<file path="config.mk">
export PLATFORM = sky130hd
export DESIGN_NAME = pipeline_ctrl
export DESIGN_NICKNAME = d
export VERILOG_FILES = /design/src/rtl/cpu_pkg.sv /design/src/rtl/sat_counter.sv /design/src/rtl/pipeline_ctrl.sv
export SDC_FILE = /design/constraint.sdc
export NUM_CORES = 1
export LEC_CHECK = 0
export CORE_MARGIN = 3
export CORE_UTILIZATION = 50
export DETAILED_ROUTE_END_ITERATION = 10
export PLACE_DENSITY = 0.79
export SLEW_MARGIN = 20
export SYNTH_ARGS = -nofsm -noshare
export SYNTH_HDL_FRONTEND = slang
export SYNTH_SLANG_ARGS = --single-unit
</file>
<file path="constraint.sdc">
create_clock -name clock -period 3.58 [get_ports clock]
set_input_delay 0.537 -clock clock [delete_from_list [all_inputs] [get_ports clock]]
set_output_delay 0.537 -clock clock [all_outputs]
set_load 0.02 [all_outputs]
</file>
<file path="src/rtl/cpu_pkg.sv">
// Shared types for the pipeline hazard controller: operand-forward encodings,
// the per-stage shadow record and the hazard-match helper.
package cpu_pkg;

   localparam int MAX_AW = 8;

   localparam logic [1:0] FWD_REG = 2'b00;
   localparam logic [1:0] FWD_M   = 2'b01;
   localparam logic [1:0] FWD_WB  = 2'b10;

   typedef struct packed {
      logic              valid;
      logic [MAX_AW-1:0] rs1;
      logic [MAX_AW-1:0] rs2;
      logic              use1;
      logic              use2;
      logic [MAX_AW-1:0] rd;
      logic              write;
      logic              load;
      logic              mem;
   } stage_t;

   // A stage produces a value that the given source needs.
   function automatic logic hazard(input stage_t s, input logic [MAX_AW-1:0] addr,
                                   input logic use_src, input logic zero_reg);
      return s.valid & s.write & (s.rd == addr) & use_src & (~zero_reg | (addr != '0));
   endfunction

endpackage

</file>
<file path="src/rtl/sat_counter.sv">
// Event counter that sticks at all-ones instead of wrapping.
module sat_counter #(
   parameter int CNTWIDTH = 16
) (
   input  logic                clock,
   input  logic                reset,
   input  logic                inc,
   output logic [CNTWIDTH-1:0] count
);

   logic [CNTWIDTH-1:0] count_q, count_d;

   always_comb begin
      count_d = count_q;
      if (inc && (count_q != '1)) count_d = count_q + CNTWIDTH'(1);
   end

   always_ff @(posedge clock) begin
      if (reset) count_q <= '0;
      else       count_q <= count_d;
   end

   assign count = count_q;

endmodule

</file>
<file path="src/rtl/pipeline_ctrl.sv">
// Stall/flush/forward controller for a 5-stage pipeline; tracks E, M and WB
// through shadow records and keeps stall, flush and retire counters.
module pipeline_ctrl
   import cpu_pkg::*;
#(
   parameter int ADDRESSWIDTH = 4,
   parameter int CNTWIDTH     = 16,
   parameter int FORWARDEN    = 1,
   parameter int ZEROREG      = 0
) (
   input  logic                    clock,
   input  logic                    reset,
   input  logic                    decValid,
   input  logic [ADDRESSWIDTH-1:0] decRs1,
   input  logic [ADDRESSWIDTH-1:0] decRs2,
   input  logic                    decUse1,
   input  logic                    decUse2,
   input  logic [ADDRESSWIDTH-1:0] decRd,
   input  logic                    decWrite,
   input  logic                    decLoad,
   input  logic                    decMem,
   input  logic                    takeBranchE,
   input  logic                    memReady,
   output logic                    stallF,
   output logic                    stallD,
   output logic                    stallE,
   output logic                    stallM,
   output logic                    flushD,
   output logic                    flushE,
   output logic                    bubbleWB,
   output logic [1:0]              fwd1Sel,
   output logic [1:0]              fwd2Sel,
   output logic [CNTWIDTH-1:0]     stallCount,
   output logic [CNTWIDTH-1:0]     flushCount,
   output logic [CNTWIDTH-1:0]     retireCount
);

   localparam logic ZR  = (ZEROREG != 0);
   localparam logic FWD = (FORWARDEN != 0);

   logic [MAX_AW-1:0] rs1_x, rs2_x, rd_x;
   stage_t            e_q, m_q, wb_q, e_d, m_d, wb_d;
   logic              mem_wait, load_use;
   logic              dec_hit_e, dec_hit_m, dec_hit_wb;
   logic              unused_shadow;

   assign rs1_x = MAX_AW'(decRs1);
   assign rs2_x = MAX_AW'(decRs2);
   assign rd_x  = MAX_AW'(decRd);

   assign dec_hit_e  = hazard(e_q,  rs1_x, decUse1, ZR) | hazard(e_q,  rs2_x, decUse2, ZR);
   assign dec_hit_m  = hazard(m_q,  rs1_x, decUse1, ZR) | hazard(m_q,  rs2_x, decUse2, ZR);
   assign dec_hit_wb = hazard(wb_q, rs1_x, decUse1, ZR) | hazard(wb_q, rs2_x, decUse2, ZR);

   assign mem_wait = m_q.valid & m_q.mem & ~memReady;
   // Without forwarding the register file is the only source, so any in-flight writer blocks.
   assign load_use = FWD ? (decValid & e_q.load & dec_hit_e)
                         : (decValid & (dec_hit_e | dec_hit_m | dec_hit_wb));

   always_comb begin
      stallF   = 1'b0;
      stallD   = 1'b0;
      stallE   = 1'b0;
      stallM   = 1'b0;
      flushD   = 1'b0;
      flushE   = 1'b0;
      bubbleWB = 1'b0;
      if (reset) begin
         flushD = 1'b1;
         flushE = 1'b1;
      end else if (mem_wait) begin
         stallF   = 1'b1;
         stallD   = 1'b1;
         stallE   = 1'b1;
         stallM   = 1'b1;
         bubbleWB = 1'b1;
      end else if (takeBranchE) begin
         flushD = 1'b1;
         flushE = 1'b1;
      end else if (load_use) begin
         stallF = 1'b1;
         stallD = 1'b1;
         flushE = 1'b1;
      end
   end

   always_comb begin
      fwd1Sel = FWD_REG;
      fwd2Sel = FWD_REG;
      if (FWD && !reset) begin
         if      (hazard(m_q,  e_q.rs1, e_q.use1, ZR)) fwd1Sel = FWD_M;
         else if (hazard(wb_q, e_q.rs1, e_q.use1, ZR)) fwd1Sel = FWD_WB;
         if      (hazard(m_q,  e_q.rs2, e_q.use2, ZR)) fwd2Sel = FWD_M;
         else if (hazard(wb_q, e_q.rs2, e_q.use2, ZR)) fwd2Sel = FWD_WB;
      end
   end

   always_comb begin
      e_d  = e_q;
      m_d  = m_q;
      wb_d = wb_q;
      if (mem_wait) begin
         wb_d.valid = 1'b0;
      end else begin
         wb_d = m_q;
         m_d  = e_q;
         e_d  = '{valid: decValid & ~takeBranchE & ~load_use,
                  rs1: rs1_x, rs2: rs2_x, use1: decUse1, use2: decUse2,
                  rd: rd_x, write: decWrite, load: decLoad, mem: decMem};
      end
   end

   always_ff @(posedge clock) begin
      if (reset) begin
         e_q  <= '0;
         m_q  <= '0;
         wb_q <= '0;
      end else begin
         e_q  <= e_d;
         m_q  <= m_d;
         wb_q <= wb_d;
      end
   end

   assign unused_shadow = ^{e_q, m_q, wb_q};

   sat_counter #(.CNTWIDTH(CNTWIDTH)) u_stall_cnt (
      .clock (clock),
      .reset (reset),
      .inc   (stallF),
      .count (stallCount)
   );

   sat_counter #(.CNTWIDTH(CNTWIDTH)) u_flush_cnt (
      .clock (clock),
      .reset (reset),
      .inc   (takeBranchE & ~mem_wait),
      .count (flushCount)
   );

   sat_counter #(.CNTWIDTH(CNTWIDTH)) u_retire_cnt (
      .clock (clock),
      .reset (reset),
      .inc   (wb_q.valid & ~mem_wait),
      .count (retireCount)
   );

endmodule
</file>
==> results.sh <==
export IMPL_p_leak_uw=0.00177
export IMPL_syn_nets=467
export IMPL_routed_wirelength_um=8810
export IMPL_cp_required_ns=3.04
export IMPL_slew_headroom=0.380
export IMPL_powerDensity_mw_per_mm2=359
export IMPL_antenna_cells=0
export IMPL_syn_mean_instance_area_um2=8.54
export IMPL_dieWidth_um=92.9
export IMPL_tightest_slew_ns=0.925
export IMPL_grt_setup_unrepaired="false"
export IMPL_met2WireLength_um=4220
export IMPL_tns_ns=0
export IMPL_ys_seq_area_frac=0.419
export IMPL_synth_top_area_cell="dfxtp_1"
export IMPL_drt_iter0_markers=122
export IMPL_yosysUniqueCellTypes=51
export IMPL_clock_root_buffer="clkbuf_8"
export IMPL_synthMuxAreaShare=0.0136
export IMPL_synth_top_area_share=0.419
export IMPL_pwr_share_clk=0.401
export IMPL_cts_buffers=9
export IMPL_wl_met3_um=419
export IMPL_top_layer="met4"
export IMPL_fillCellCount=658
export IMPL_clk_latency_ns=0.34
export IMPL_layout_common_cells="dfxtp_1 (79), clkdlybuf4s50_1 (79), nand2_1 (77)"
export IMPL_firstDrtPassIters=4
export IMPL_clockBufferDepth=2
export IMPL_synth_ff_type="dfxtp_1"
export IMPL_fin_skew_ns=0.00705
export IMPL_grt_pass1_vias=3213
export IMPL_chipHeight_um=92.9
export IMPL_yosys_register_bits=79
export IMPL_final_util=0.657
export IMPL_pwr_share_comb=0.064
export IMPL_fmax_mhz=320
export IMPL_synthTopCellsByArea="dfxtp_1 (42%), nand2_1 (7.7%), xor2_1 (7.2%)"
export IMPL_crit_type="input port to output pin"
export IMPL_max_cap_violations=0
export IMPL_cts_sinks=79
export IMPL_yosys_warnings=0
export IMPL_timing_final_crit_share=0.874
export IMPL_synth_compound_area_share=0.122
export IMPL_critPathMaxFanout=3
export IMPL_post_cts_buffers=0
export IMPL_track_usage=0.210
export IMPL_gp_congestion=0.829
export IMPL_num_io_pins=81
export IMPL_synth_edf_count=0
export IMPL_end_kind="output pin"
export IMPL_ys_async_sr_fraction=0
export IMPL_postSynthCellCount=442
export IMPL_dp_hpwl_um=6150
export IMPL_grt_overflow=0
export IMPL_layout_drive_gt1_share=0.0692
export IMPL_dieArea_mm2=0.00863
export IMPL_period_needed_ns=3.13
export IMPL_switchingPower_uw=388
export IMPL_area_growth_pct=26.9
export IMPL_drc_errors=0
export IMPL_num_rows=31
export IMPL_synthAdderAreaFrac=0.00994
export IMPL_antenna_found_initial=0
export IMPL_power_uw=1720
export IMPL_vias=3350
export IMPL_slew_viol_final=0
export IMPL_synthXorXnorAreaFrac=0.118
export IMPL_drtAntennaViolNets=0
export IMPL_start_kind="input port"
export IMPL_sequentialPowerShare=0.535
export IMPL_outcome="finished, final reports clean"
export IMPL_seq_area_mm2=0.00158
export IMPL_p_int_uw=1330
export IMPL_cts_tree="done"
export IMPL_grt_max_degree=42
export IMPL_cts_hold_buffers=0
export IMPL_worst_r2r_path_depth=7
export IMPL_post_drt_wl_per_cell_um=14.2
export IMPL_clk_pin_slew_worst_paths_ns=0.07
export IMPL_syn_area_mm2=0.00377
export IMPL_max_vdd_ir_drop_uv=220
export IMPL_critPathArrivalTime_ns=2.59
export IMPL_p_sw_frac=0.226
export IMPL_hp_class="flop to flop"
export IMPL_synth_simple_area_share=0.274
export IMPL_finalSetupViolations=0
export IMPL_numPortBuffers=80
export IMPL_fp_coreArea_mm2=0.00729
export IMPL_avgViaCountPerCell=5.41
export IMPL_hold_viol=0
export IMPL_cts_max_level=3
export IMPL_layout_nets=540
export IMPL_grt_pass1_wl_um=14800
export IMPL_multi_input_area_mm2=0.00203
export IMPL_synth_top_family_by_area="simple AND/OR/NAND/NOR gates"
export IMPL_ctsResizeCount=0
export IMPL_holdPathStages=2
export IMPL_start_util=0.518
export IMPL_wl_met1_um=4060
flip-flops by register name, indices dropped and copies added (netlist names):
register            cells
u_retire_cnt.count     16
e_q                    18
m_q                     7
u_stall_cnt.count      16
wb_q                    6
u_flush_cnt.count      16
through the flow:
stage | hold slack, ns | instances | setup slack, ns | cell area (um^2)
final | 0.458 | 619 | 0.450 | 4790
after floorplan | 0.428 | 442 | 1.37 | 3770
after detailed placement | 0.448 | 603 | 0.466 | 4580
after global placement | 0.440 | 603 | 0.471 | 4580
after global routing | 0.502 | 619 | 0.319 | 4790
after CTS | 0.456 | 619 | 0.447 | 4790
cell families after synthesis:
logic type      count (synthesis)
mux                             5
fa+ha+maj                       3
compound gates                 70
xor+xnor                       51
flops                          79
simple gates                  207
buf+inv                        27
layout make-up:
type,count,share of cell area
multi-input combinational,336,0.423
clock buffer,13,0.0352
clock inverter,3,0.00836
sequential,79,0.330
inverter,4,0.00313
tap,99,0.0258
timing repair buffer,85,0.174
worst max-delay path, cell delays in order:
cell	delay [ns]
clkdlybuf4s50_1	0.48
and4_1	0.24
nand4_1	0.14
o22ai_2	0.29
nor2_1	0.10
o21ai_0	0.17
clkdlybuf4s50_1	0.64
final timing paths:
path | from | to | slack [ns]
hold reg to reg | wb_q[2]$_SDFFE_PP0N_ | wb_q[2]$_SDFFE_PP0N_ | 0.46
setup reg to reg | m_q[29]$_SDFFE_PP0N_ | u_flush_cnt.count[9]$_SDFFE_PP0P_ | 1.37
hold / removal | wb_q[2]$_SDFFE_PP0N_ | wb_q[2]$_SDFFE_PP0N_ | 0.46
setup / recovery | decValid | flushE | 0.45
Yosys cell counts, types with 2 or more instances:
cell      count
dfxtp_1      79
nand2_1      77
a21oi_1      40
nor2_1       40
xor2_1       31
nand3_1      22
xnor2_1      20
nand4_1      15
and3_1       12
clkbuf_1     10
and4_1        8
o21ai_1       7
or3_1         7
a31oi_1       4
and2_1        4
and3_2        4
inv_1         4
mux2i_1       4
buf_4         3
buf_6         3
ha_1          3
nor4_1        3
o21ai_0       3
or4_1         3
a211oi_1      2
a311oi_1      2
a41oi_1       2
buf_1         2
buf_2         2
clkbuf_8      2
nor3_1        2
o211a_1       2
o31ai_1       2
layer usage:
metal	vias to the layer above	GRT usage
met3	11	0.0341
met5	-	0
li1	1679	-
met4	0	0.0781
met2	85	0.342
met1	1575	0.280
power by group through the flow:
| stage | Combinational (uW) | Sequential [uW] | Clock [uW] |
|---|---|---|---|
| after floorplan | 63.8 | 937 | 0 |
| final | 111 | 918 | 689 |
| after global placement | 108 | 938 | 0 |
| after detailed placement | 110 | 939 | 0 |
| after CTS | 111 | 918 | 703 |
| after global routing | 122 | 922 | 744 |
(Power assumes the default switching activity.)
